[src/rtl/diff_demo_pkg.sv]
// Shared types and constants for the PE row scheduler.
// Consumers import diff_demo_pkg::*.
package diff_demo_pkg;

   localparam int GUARD_W = 6;

   typedef enum logic [1:0] {
      S_IDLE,
      S_ISSUE,
      S_WAIT,
      S_DONE
   } sched_state_t;

endpackage

[src/rtl/pe_row_scheduler_col_track.sv]
// Per-column issue/finish tracking for pe_row_scheduler.
// Holds one column's issue_mask / fin_mask bit pair.
module pe_col_track (
   input  logic clk,
   input  logic rst,
   input  logic load,
   input  logic load_en,
   input  logic in_issue,
   input  logic in_track,
   input  logic fifo_full,
   input  logic ctrl_ready,
   input  logic ctrl_finish,
   output logic ctrl_valid,
   output logic issue_nxt,
   output logic fin_nxt
);

   logic issue_q;
   logic fin_q;

   // A finish is only meaningful once the column has been handed its job.
   always_comb begin
      ctrl_valid = in_issue && issue_q && !fifo_full;
      issue_nxt  = issue_q;
      fin_nxt    = fin_q;
      if (load) begin
         issue_nxt = load_en;
         fin_nxt   = load_en;
      end else begin
         if (ctrl_valid && ctrl_ready) begin
            issue_nxt = 1'b0;
         end
         if (in_track && ctrl_finish && !issue_q) begin
            fin_nxt = 1'b0;
         end
      end
   end

   always_ff @(posedge clk) begin
      if (rst) begin
         issue_q <= 1'b0;
         fin_q   <= 1'b0;
      end else begin
         issue_q <= issue_nxt;
         fin_q   <= fin_nxt;
      end
   end

endmodule

[src/rtl/pe_row_scheduler.sv]
// Row-descriptor sequencer across N_COL PE column controllers.
// Optional PE_SCHED_SKIP_EMPTY_EN: skip columns with no work.
module pe_row_scheduler
   import diff_demo_pkg::*;
#(
   parameter int N_COL     = 4,
   parameter int ROW_CNT_W = 8
) (
   input  logic                     clk,
   input  logic                     rst,
   input  logic                     desc_valid,
   output logic                     desc_ready,
   input  logic [N_COL*GUARD_W-1:0] desc_guard_map,
   input  logic                     desc_bit_mode,
   input  logic                     desc_kernel_mode,
   input  logic                     desc_is_odd_row,
   input  logic                     desc_end_of_row,
   input  logic                     fifo_full,
   output logic [N_COL-1:0]         col_ctrl_valid,
   input  logic [N_COL-1:0]         col_ctrl_ready,
   input  logic [N_COL-1:0]         col_ctrl_finish,
   output logic [N_COL*GUARD_W-1:0] col_guard_map,
   output logic                     col_bit_mode,
   output logic                     col_kernel_mode,
   output logic                     col_is_odd_row,
   output logic                     col_end_of_row,
   output logic                     row_done,
   output logic                     layer_done,
   output logic [ROW_CNT_W-1:0]     row_cnt,
   output logic                     busy
);

   sched_state_t state_q;
   sched_state_t state_d;

   logic             accept;
   logic [N_COL-1:0] col_en;
   logic [N_COL-1:0] issue_nxt;
   logic [N_COL-1:0] fin_nxt;

   assign desc_ready = (state_q == S_IDLE) && !fifo_full;
   assign accept     = desc_ready && desc_valid;

   for (genvar i = 0; i < N_COL; i++) begin : g_col
`ifdef PE_SCHED_SKIP_EMPTY_EN
      assign col_en[i] = (|desc_guard_map[i*GUARD_W +: GUARD_W])
                       || desc_bit_mode;
`else
      assign col_en[i] = 1'b1;
`endif

      pe_col_track u_track (
         .clk         (clk),
         .rst         (rst),
         .load        (accept),
         .load_en     (col_en[i]),
         .in_issue    (state_q == S_ISSUE),
         .in_track    ((state_q == S_ISSUE) || (state_q == S_WAIT)),
         .fifo_full   (fifo_full),
         .ctrl_ready  (col_ctrl_ready[i]),
         .ctrl_finish (col_ctrl_finish[i]),
         .ctrl_valid  (col_ctrl_valid[i]),
         .issue_nxt   (issue_nxt[i]),
         .fin_nxt     (fin_nxt[i])
      );
   end

   always_comb begin
      state_d = state_q;
      unique case (state_q)
         S_IDLE: begin
            if (accept) begin
               state_d = (|col_en) ? S_ISSUE : S_DONE;
            end
         end
         S_ISSUE: begin
            if (issue_nxt == '0) begin
               state_d = S_WAIT;
            end
         end
         S_WAIT: begin
            if (fin_nxt == '0) begin
               state_d = S_DONE;
            end
         end
         S_DONE: begin
            state_d = S_IDLE;
         end
         default: begin
            state_d = S_IDLE;
         end
      endcase
   end

   always_ff @(posedge clk) begin
      if (rst) begin
         state_q <= S_IDLE;
      end else begin
         state_q <= state_d;
      end
   end

   // Column-facing data is held from one acceptance to the next.
   always_ff @(posedge clk) begin
      if (rst) begin
         col_guard_map   <= '0;
         col_bit_mode    <= 1'b0;
         col_kernel_mode <= 1'b0;
         col_is_odd_row  <= 1'b0;
         col_end_of_row  <= 1'b0;
      end else if (accept) begin
         col_guard_map   <= desc_guard_map;
         col_bit_mode    <= desc_bit_mode;
         col_kernel_mode <= desc_kernel_mode;
         col_is_odd_row  <= desc_is_odd_row;
         col_end_of_row  <= desc_end_of_row;
      end
   end

   always_ff @(posedge clk) begin
      if (rst) begin
         row_cnt <= '0;
      end else if (state_q == S_DONE) begin
         if (col_end_of_row) begin
            row_cnt <= '0;
         end else begin
            row_cnt <= row_cnt + 1'b1;
         end
      end
   end

   assign row_done   = (state_q == S_DONE);
   assign layer_done = row_done && col_end_of_row;
   assign busy       = (state_q != S_IDLE);

endmodule
[config.mk]
export PLATFORM = sky130hd
export DESIGN_NAME = pe_row_scheduler
export DESIGN_NICKNAME = d
export VERILOG_FILES = /design/src/rtl/diff_demo_pkg.sv /design/src/rtl/pe_row_scheduler_col_track.sv /design/src/rtl/pe_row_scheduler.sv
export SDC_FILE = /design/constraint.sdc
export NUM_CORES = 1
export LEC_CHECK = 0
export CAP_MARGIN = 20
export CORE_MARGIN = 4
export CORE_UTILIZATION = 44
export DETAILED_ROUTE_END_ITERATION = 8
export PLACE_DENSITY = 0.81
export RECOVER_POWER = 50
export SLEW_MARGIN = 0
export SYNTH_ARGS = -nofsm -noshare
export SYNTH_HDL_FRONTEND = slang
export SYNTH_SLANG_ARGS = --single-unit
[constraint.sdc]
create_clock -name clk -period 5.1 [get_ports clk]
set_clock_uncertainty 0.2 [all_clocks]
set_input_delay 0.51 -clock clk [delete_from_list [all_inputs] [get_ports clk]]
set_output_delay 0.51 -clock clk [all_outputs]
set_load 0.01 [all_outputs]
======== After elaboration in Yosys (flattened, before gate mapping) ========
Index checks and enable logic that the tools add are counted.
cells by class
  add/subtract/negate cells ............... 1
  equality and inequality tests ........... 6
  multiplexer cells ....................... 21
  reductions and logical operators ........ 34
operators by type and width
  cell                   count
  $logic_and A1 B1 Y1    23
  $mux W1                16
  $add A8 B1 Y8 const B  1
  $logic_not A4 Y1       2
  $mux W8                1
  $pmux W2 S4            1
  $mux W2                3
  $logic_not A1 Y1       5
  $eq A2 B2 Y1 const B   2
  $ne A2 B2 Y1 const B   2
  $reduce_and A3 Y1      1
  $eq A2 B1 Y1 const B   1
  $logic_not A2 Y1       1
  $ne A2 B1 Y1 const B   1
  $reduce_bool A2 Y1     1
  $logic_or A1 B1 Y1     1
word-level totals
  register bits ........................... 46
  bits of input ports ..................... 40
  word-level logic and storage cells ...... 77

======== Longest topological paths before layout ========
Gate-level depths: netlist of the first run.
  depth after elaboration ................. 9
  gate-level depth with buffers ........... 8
  mapped depth without buffers ............ 7

======== Modules after synthesis ========
A second synthesis of the first run with hierarchy kept.
unflattened totals
  cell total of the unflattened synthesis .. 234
  area total of the unflattened synthesis .. 1991.9 µm²
modules (own cells, without submodules)
  module            instances  cells each  area an instance (µm²)  seq. area each (µm²)
  pe_row_scheduler  1          186         1536.5                  760.7
  pe_col_track      4          12          113.9                   40.0

======== Worst setup path before layout of the first run ========
OpenSTA, ideal clock, no wires.
  path kind ............................... flip-flop to flip-flop
  start ................................... register state_q[0]
  end ..................................... register state_q[0]
  arrival ................................. 1.758 ns
  data required time ...................... 4.784 ns
  slack ................................... 3.026 ns
  cell stages (with the launch flop) ...... 9
  buffers on the path ..................... 1
  cells stage by stage .................... dfxtp_1 inv_1 ha_1 and3b_1 buf_2 a21oi_2 a31oi_1 or4_1 o211a_1
between the ends
  longest elaborated chain between the ends .. 9
  elaborated cells between the ends (all ways) .. 50
  those cells by class .................... 6 x eq/ne; 17 x mux; 27 x reduce/logical
RTL lines
  item                                                           line                                                                    source
  start: declaration                                             pe_row_scheduler.sv:33                                                  sched_state_t state_q;
  start signal: assignment                                       pe_row_scheduler.sv:99                                                  state_q <= state_d;
  $eq A2 B1 Y1 or $eq A2 B2 Y1 (tied branches)                   pe_row_scheduler.sv:57, pe_row_scheduler.sv:58, pe_row_scheduler.sv:70
  $logic_and A1 B1 Y1 or $logic_or A1 B1 Y1 (tied branches)      pe_row_scheduler_col_track.sv:23, pe_row_scheduler.sv:58
  $logic_and A1 B1 Y1, on equally long branches                  pe_row_scheduler_col_track.sv:23, pe_row_scheduler_col_track.sv:33
  $logic_and A1 B1 Y1, on equally long branches                  pe_row_scheduler_col_track.sv:30, pe_row_scheduler_col_track.sv:33
  $mux W1, on equally long branches                              pe_row_scheduler_col_track.sv:30, pe_row_scheduler_col_track.sv:33
  $mux W1                                                        pe_row_scheduler_col_track.sv:26                                        if (load) begin
  $logic_not A4 Y1, on equally long branches                     pe_row_scheduler.sv:77, pe_row_scheduler.sv:82
  $ne A2 B2 Y1 (no source line) or $ne A2 B1 Y1 (tied branches)  n/a
  $reduce_and A3 Y1 (no source line)                             n/a
Parallel ways exist; a longest one is shown, timed or not.
A chain may end at the register's enable or synchronous reset.

==> results by group, run 1 <==
Finish
  – N_diodes: 0
  – Final net count: 354
  – Layout fillers: 344
  – Fraction of layout cells with a size suffix above 1: 3.571%
  – Final Cell Area: 0.002820 mm^2
  – Util after Layout: 69.50%
  – Final cell count without fillers: 358
  – P&R area growth vs syn: 49.97%

Timing
  – Slew HR: -18.14%
  – Final setup fails: 0
  – Fmax: 366.0 MHz
  – TNS Setup: 0 ns
  – Fin worst setup slack: 2.367 ns
  – Measured slew at the worst slew-check pin: 1.772 ns
  – Pins Over Slew Limit: 41
  – Hold Vio Cnt, Final: 0
  – RSZ-0062 raised after global routing: no
  – Minimum clock period: 2.733 ns
  – Final Cycle Share: 53.58%
  – Worst hold slack: 0.2544 ns

Placement
  – Place WS: 2.187 ns
  – I/O Buffers: 83
  – GP Congestion: 0.7176
  – DP HPWL: 3368 um
  – Placed cell count: 350
  – DP Area: 0.002716 mm^2

Power
  – Maximum vdd drop: 0.2491 mV
  – Leakage: 1.098 nW
  – Pwr Density: 349.4 mW/mm^2
  – Power consumption: 985.5 uW

Clock network
  – Num CTS Buffers: 5
  – Clock buffer depth: 2
  – CTS Root Cell: clkbuf_8
  – CTS tree: yes
  – Post-CTS sizing: 0
  – H-tree depth: 2
  – Post-CTS Hold Fix Bufs: 0
  – Post-CTS Setup Bufs: 0
  – Sink Count: 46
  – Worst skew pair latency: 0.30 ns
  – Reg clk slew, reported paths: 0.08 ns

Yosys
  – Seq cells post-synth: 46
  – Post-synth EDFFs: 0
  – Synth Cell Area: 0.001881 mm^2
  – Area share of the largest cell type after synthesis: 48.97%
  – Sequential fraction of the synthesis area: 48.97%
  – YS warnings: 0
  – Commonest cells post-synth: nand2_1, dfxtp_1, a21oi_1
  – Top cell type by total area after synthesis: dfxtp_1
  – Prevailing post-synth register cell: dfxtp_1
  – Syn avg cell area: 8.106 um^2
  – Synth Instances: 232
  – Synth async-reset ratio: 0%
  – Main area contributors after synthesis: dfxtp_1, nand2_1, a21oi_1
  – Top-count cell post-synth: nand2_1
  – Syn_nets: 278
  – Netlist cell types: 32

Floorplanning
  – Starting Density: 46.35%
  – Die area: 0.005384 mm^2
  – Boundary pin count: 84
  – Core Region: 0.004058 mm^2
  – Die Y: 73.38 um
  – Die extent in x: 73.38 um
  – Row Count: 23

Worst setup path
  – Critical Path RT: 5.09 ns
  – Crit-path cells: dlygate4sd3_1, clkbuf_1, or2_2, a21oi_1
  – CP Max Fanout: 40
  – CP Class: primary input to flip-flop
  – Crit. End Element: flip-flop
  – Slowest cell delay on critical path: 1.27 ns
  – CP max-delay cell: clkbuf_1
  – Critical path startpoint category: primary input
  – Crit path arrival time: 2.72 ns
  – CP delay by family, top: buffers and inverters
  – Bufs and invs on worst path: 2

Drt
  – Avg WL per Cell: 12.85 um
  – # DRC: 0
  – Pre-Repair DR Iteration Count: 4
  – Via count: 1,783
  – Vias per Instance: 4.980
  – Drt initial violations: 109
  – Final antenna-violating net count: 0
  – Routed WL: 4600 um

Min path
  – Hold Crit Class: flip-flop to flip-flop

Global route
  – Largest net degree at the start of global routing: 41
  – GRT Resource Usage Total: 17.75%
  – Overflow after GRT: 0
  – First-pass GRT wire length: 7576 um
  – Initial antenna violation count: 0
  – Vias in the first global route: 1,708

Outcome
  – Status: finished with violations
  – Violated checks: capacitance limit, slew limit

Job
  – Max-cap violation count: 1
logic make-up (layout without fill, tap and decap cells):
kind of cell	Yosys count	in the layout	synth area share, %
AO/OA/AOI/OAI	48	48	14.44
XOR/XNOR	4	4	1.863
adder cells (fa/ha/maj)	6	6	3.992
buffers and inverters	24	100	5.655
flip-flops	46	46	48.97
multiplexers	1	1	0.5323
AND/OR/NAND/NOR	103	103	24.55
cell type report:
class,count,area (um^2),share of cell area [%]
clock buffer,6,72.57,2.573
clock inverter,1,7.507,0.2662
inverter,7,26.28,0.9317
multi-input combinational,162,853.3,30.26
sequential,46,920.9,32.65
tap,50,62.56,2.218
timing repair buffer,86,877.1,31.10
path summary, 6_finish.rpt:
check / start / to / slack (ns) / cells after the start
max: rst / row_cnt[7] / 2.37 / 4
min: col_kernel_mode / col_kernel_mode / 0.25 / 2
max reg2reg: state_q[0] / state_q[0] / 2.52 / 8
min reg2reg: col_kernel_mode / col_kernel_mode / 0.25 / 2
worst register-to-register path, cell delays in order, from the launching register on:
cell and delay (ns):
dfxtp_1 0.40, inv_1 0.11, ha_1 0.22, and3b_1 0.37
buf_8 0.25, a21oi_2 0.13, a31oi_1 0.17, or4_1 0.51
o211a_1 0.14
report_power, final:
part           switching (mW)  internal [mW]
sequential             0.0270          0.404
combinational           0.174          0.169
clock                   0.117         0.0941
state kept, by name, summed over array words and instances (netlist names):
name / flops
col_guard_map: 24
row_cnt: 8
g_col.u_track.fin_q: 4
g_col.u_track.issue_q: 4
state_q: 2
col_bit_mode: 1
col_end_of_row: 1
col_is_odd_row: 1
col_kernel_mode: 1
cell usage in the layout (no fill, tap or decap), types with 2 or more instances in the layout:
master	n
dfxtp_1	46
clkdlybuf4s50_1	61
clkbuf_8	5
nor3_1	2
nor2_1	13
nand4_1	3
o21ai_0	2
nand3b_1	6
dlygate4sd3_1	22
a21oi_1	38
xor2_1	4
inv_1	7
and2_1	4
nand2b_1	2
nand2_1	65
or3_1	2
ha_1	6
clkbuf_1	2
metal layers:
layer,GRT usage (%),part of all wire (%),vias to the layer above
met5,0,0,-
met2,29.39,48,56
li1,-,-,910
met1,20.41,41,812
met3,8.208,10,5
met4,5.433,1.0,0
Power figures use the tool's default switching activity.
==> run 2: changes to the inputs <==
Settings changed: CORE_UTILIZATION 44 to 41, PLACE_DENSITY 0.81 to 0.76.
Clock period 5.1 ns to 2.84 ns, I/O delays scaled along.
==> results by group, run 2 (synthesized netlist as in run 1, its figures left out) <==
Outcome
  – Status: finished clean

Power
  – Pwr Density: 624.9 mW/mm^2 (+79%)
  – Maximum vdd drop: 0.3140 mV (+26%)
  – Leakage: 1.141 nW (+3.9%)

Timing
  – RSZ-0062 raised after global routing: no
  – Slew HR: 55.57% (+74 points)
  – TNS Setup: 0 ns (unchanged)
  – Final Cycle Share: 83.64%
  – Measured slew at the worst slew-check pin: 0.6665 ns (-1.106 ns)
  – Pins Over Slew Limit: 0 (-100%)
  – Minimum clock period: 2.375 ns
  – Fmax: 421.0 MHz
  – Hold Vio Cnt, Final: 0 (unchanged)
  – Final setup fails: 0 (unchanged)

Clock network
  – Clock buffer depth: 2 (unchanged)
  – Sink Count: 46 (unchanged)
  – Worst skew pair latency: 0.28 ns (-0.02 ns)
  – CTS Root Cell: clkbuf_8
  – H-tree depth: 2 (unchanged)
  – CTS tree: yes
  – Reg clk slew, reported paths: 0.08 ns (about the same)
  – Post-CTS sizing: 0 (unchanged)
  – Num CTS Buffers: 5 (unchanged)
  – Post-CTS Hold Fix Bufs: 0 (unchanged)
  – Post-CTS Setup Bufs: 0 (unchanged)

Finish
  – Commonest non-fill, non-tap cell in the layout: nand2_1
  – Max reg flops: 24 (unchanged)
  – Biggest regs: col_guard_map (24), row_cnt (8)
  – Fraction of layout cells with a size suffix above 1: 3.883% (+0.31 points)
  – P&R area growth vs syn: 48.97%
  – Most frequent cells in the layout: nand2_1, clkdlybuf4s50_1, dfxtp_1
  – Final net count: 354 (unchanged)
  – Biggest register: col_guard_map
  – Final Cell Area: 0.002801 mm^2 (-0.67%)
  – N_diodes: 0 (unchanged)

Placement
  – DP Area: 0.002719 mm^2 (about the same)
  – GP Congestion: 0.8795 (+23%)
  – I/O Buffers: 83 (unchanged)
  – DP HPWL: 3397 um (+0.88%)

Drt
  – Final antenna-violating net count: 0 (unchanged)
  – DR top layer: met4
  – Drt initial violations: 91 (-17%)
  – Met2 WL: 2265 um (+3.5%)
  – # DRC: 0 (unchanged)
  – Met1 wire length: 2030 um (+7.5%)
  – Met3 WL: 302 um (-37%)
  – Avg WL per Cell: 12.85 um (about the same)
  – Via count: 1,769 (-0.79%)
  – Pre-Repair DR Iteration Count: 4 (unchanged)
  – Routed WL: 4639 um (+0.85%)
  – Vias per Instance: 4.900 (-1.6%)

Worst setup path
  – Critical Path RT: 2.36 ns (-2.73 ns)
  – Critical path startpoint category: flip-flop
  – Slowest cell delay on critical path: 0.48 ns (-0.79 ns)
  – CP max-delay cell: clkdlybuf4s50_1
  – Crit path arrival time: 1.89 ns (-0.83 ns)
  – Crit. End Element: primary output
  – CP Max Fanout: 7 (-83%)
  – CP Class: flip-flop to primary output
  – Crit-path cells: inv_1, ha_1, and2b_1, and2_1, clkdlybuf4s50_1

Floorplanning
  – Row Count: 24 (+4.3%)
  – Starting Density: 42.89% (-3.5 points)
  – Core Region: 0.004384 mm^2 (+8.0%)
  – Die area: 0.005734 mm^2 (+6.5%)
  – Boundary pin count: 84 (unchanged)
  – Die extent in x: 75.73 um (+3.2%)
  – Die Y: 75.73 um (+3.2%)

Global route
  – Initial antenna violation count: 0 (unchanged)
  – Overflow after GRT: 0 (unchanged)
  – First-pass GRT wire length: 7279 um (-3.9%)
  – Vias in the first global route: 1,554 (-9.0%)
  – GRT Resource Usage Total: 16.77% (-0.99 points)
  – Largest net degree at the start of global routing: 40 (-2.4%)

Job
  – Max-cap violation count: 0 (-1)

Min path
  – Hold Crit Class: flip-flop to flip-flop
-- run 2: final timing paths --
kind | startpoint | to | slack (ns) | cells after the start
hold / removal | col_guard_map[12] | col_guard_map[12] | 0.25 | 2
hold reg to reg | col_guard_map[12] | col_guard_map[12] | 0.25 | 2
setup / recovery | state_q[1] | col_ctrl_valid[2] | 0.46 | 5
setup reg to reg | state_q[1] | state_q[0] | 0.59 | 7
-- run 2: metrics by stage --
| stage | hold slack [ns] | setup slack, ns | total power [mW] | util, % | std cells |
|---|---|---|---|---|---|
| 6_report | 0.2527 | 0.4646 | 1.751 | 63.90 | 361 |
| 2_1_floorplan | 0.2200 | 0.7661 | 1.131 | - | 232 |
| 4_1_cts | 0.2572 | 0.4544 | 1.801 | 64.10 | 361 |
| 5_1_grt | 0.2675 | 0.3282 | 1.878 | 63.90 | 361 |
| 3_5_place_dp | 0.2460 | 0.4548 | 1.401 | 62.01 | 353 |
| 3_3_place_gp | 0.2411 | 0.5062 | 1.391 | 62.01 | 353 |
-- run 2: metal layers --
layer  GRT usage, %  up-vias
li1               -      911
met3          6.464        2
met1          20.36      808
met2          27.42       48
met5              0        -
met4          5.243        0
-- run 2: where the power goes --
group	switching [mW]	internal, mW
registers	0.0468	0.725
clock network	0.197	0.196
logic	0.308	0.278
total	0.552	1.20
-- run 2: final cells by class --
class	instances	area, um^2
tap	52	65.06
fill	399	1583
multi-input combinational	162	849.6
sequential	46	920.9
inverter	7	26.28
clock buffer	7	86.33
clock inverter	1	5.005
timing repair buffer	86	848.3
-- run 2: worst max-delay path: cells and delay by family, from the launching register on --
kind / cells / cell delay, ns
adders and majority gates: 1 / 0.22
and+or+nand+nor: 2 / 0.41
buffers and inverters: 2 / 0.58
DFF: 1 / 0.40
==> run 3: changes to the inputs <==
Settings changed: CORE_UTILIZATION 41 to 37, PLACE_DENSITY 0.76 to 0.72.
Clock period 2.84 ns to 1.95 ns, I/O delays scaled along.
==> results by group, run 3 (synthesized netlist as in run 1, its figures left out) <==
Drt
  – Routed WL: 4951 um (+6.7%)
  – Drt initial violations: 60 (-34%)
  – # DRC: 0 (unchanged)
  – Vias per Instance: 4.670 (-4.7%)
  – Via count: 1,826 (+3.2%)
  – Avg WL per Cell: 12.66 um (-1.5%)
  – Final antenna-violating net count: 0 (unchanged)
  – Pre-Repair DR Iteration Count: 4 (unchanged)

Timing
  – Final setup fails: 1 (+1)
  – Minimum clock period: 1.973 ns
  – RSZ-0062 raised after global routing: yes
  – Hold Vio Cnt, Final: 0 (unchanged)
  – Fin worst setup slack: -0.02303 ns (-0.4876 ns)
  – Measured slew at the worst slew-check pin: 0.6097 ns (-0.05678 ns)
  – Final Cycle Share: 101.2%
  – Slew HR: 59.35% (+3.8 points)
  – Pins Over Slew Limit: 0 (unchanged)
  – Fmax: 506.8 MHz
  – TNS Setup: -0.02303 ns (-0.02303 ns)

Worst setup path
  – Crit path arrival time: 1.96 ns (+0.07 ns)
  – Critical R2R Launch: state_q[1]
  – Critical Path Source: state_q[1]
  – CP Class: flip-flop to flip-flop
  – Reg2reg setup slack: -0.02 ns (-0.61 ns)
  – CP Max Fanout: 3 (-4)
  – Critical Path RT: 1.93 ns (-0.43 ns)
  – Critical path startpoint category: flip-flop
  – Crit. End Element: flip-flop
  – Crit Reg-Reg Endpoint: state_q[0]
  – R2R cell count: 7 (unchanged)
  – Setup crit end: state_q[0]

Floorplanning
  – Die area: 0.006287 mm^2 (+9.6%)
  – Die extent in x: 79.29 um (+4.7%)
  – Starting Density: 39.04% (-3.9 points)
  – Boundary pin count: 84 (unchanged)
  – Core Region: 0.004817 mm^2 (+9.9%)
  – Row Count: 25 (+4.2%)
  – Die Y: 79.29 um (+4.7%)

Finish
  – Max reg flops: 24 (unchanged)
  – Final net count: 369 (+4.2%)
  – Commonest non-fill, non-tap cell in the layout: clkdlybuf4s50_1
  – P&R area growth vs syn: 60.15%
  – Biggest regs: col_guard_map (24), row_cnt (8)
  – Biggest register: col_guard_map
  – Most frequent cells in the layout: clkdlybuf4s50_1, nand2_1, dfxtp_1
  – N_diodes: 0 (unchanged)
  – Final cell count without fillers: 391 (+8.3%)
  – Final Cell Area: 0.003012 mm^2 (+7.5%)
  – Fraction of layout cells with a size suffix above 1: 13.27% (+9.4 points)

Global route
  – Overflow after GRT: 0 (unchanged)
  – GRT Resource Usage Total: 15.66% (-1.1 points)
  – Initial antenna violation count: 0 (unchanged)
  – First-pass GRT wire length: 7790 um (+7.0%)
  – Vias in the first global route: 1,704 (+9.7%)
  – Largest net degree at the start of global routing: 37 (-7.5%)

Clock network
  – Reg clk slew, reported paths: 0.09 ns (about the same)
  – CTS tree: yes
  – H-tree depth: 2 (unchanged)
  – Worst skew pair latency: 0.29 ns (about the same)
  – Clock buffer depth: 2 (unchanged)
  – Num CTS Buffers: 5 (unchanged)
  – Sink Count: 46 (unchanged)
  – CTS Root Cell: clkbuf_8

Outcome
  – Status: finished with violations
  – Violated checks: setup timing

Power
  – Maximum vdd drop: 0.4536 mV (+44%)
  – Pwr Density: 963.8 mW/mm^2 (+54%)
  – Leakage: 1.153 nW (+1.0%)
  – Power consumption: 2.903 mW (+66%)

Placement
  – DP Area: 0.002879 mm^2 (+5.9%)
  – GP Congestion: 0.7842 (-11%)
  – I/O Buffers: 83 (unchanged)
  – DP HPWL: 3568 um (+5.0%)
  – Placed cell count: 380 (+7.6%)

Job
  – Max-cap violation count: 0 (unchanged)

Min path
  – Hold Crit Class: primary input to flip-flop
run 3: layer usage:
layer / vias to the layer above / GRT usage (%) / part of all wire (%)
li1: 941 / - / -
met1: 818 / 18.30 / 44
met2: 60 / 26.77 / 47
met3: 7 / 5.215 / 7.8
met4: 0 / 5.326 / 1.5
met5: - / 0 / 0
run 3: how the worst min path moves through the flow:
| stage | start | end | slack (ns) | cells past startpoint |
|---|---|---|---|---|
| after CTS | desc_bit_mode | col_bit_mode | 0.23 | 3 |
| after detailed placement | col_guard_map[4] | col_guard_map[4] | 0.25 | 2 |
| after floorplan | desc_bit_mode | col_bit_mode | 0.13 | 2 |
| after global routing | desc_guard_map[14] | col_guard_map[14] | 0.23 | 3 |
| final | desc_bit_mode | col_bit_mode | 0.24 | 3 |
| after global placement | col_guard_map[23] | col_guard_map[23] | 0.24 | 2 |
run 3: power by group:
| part | internal [mW] | switching [mW] |
|---|---|---|
| Sequential | 1.06 | 0.0751 |
| Combinational | 0.621 | 0.532 |
| Clock | 0.293 | 0.316 |
run 3: layout make-up:
class	instances	area (um^2)
well taps	67	83.83
flip-flops and latches	46	925.9
repair buffers	101	958.4
clock inverters	1	8.758
clock buffers	7	86.33
fillers	449	1805
inverters	7	28.78
multi-input cells	162	919.6
run 3: timing repair:
item,CTS,global route
setup buffers,3,0
cloned,0,0
hold buffers,0,0
resized for setup,23,5
endpoints found under the hold margin,0,0
pin swaps,2,4
setup endpoints to repair,9,4
run 3: critical path: stages (launching register included):
cell and delay [ns]:
dfxtp_2 0.34, inv_4 0.08, ha_4 0.14, and2b_2 0.16, o221a_1 0.24, a31oi_4 0.11
or4_1 0.48, o211a_1 0.12
run 3: through the flow:
step                setup slack, ns  utilization (%)  hold WS (ns)
floorplan                  -0.02884                -        0.1310
global placement            -0.2156            59.77        0.2405
detailed placement          -0.2511            59.77        0.2458
CTS                        -0.06674            62.57        0.2306
global route               -0.06794            62.52        0.2314
finish                     -0.02303            62.52        0.2416
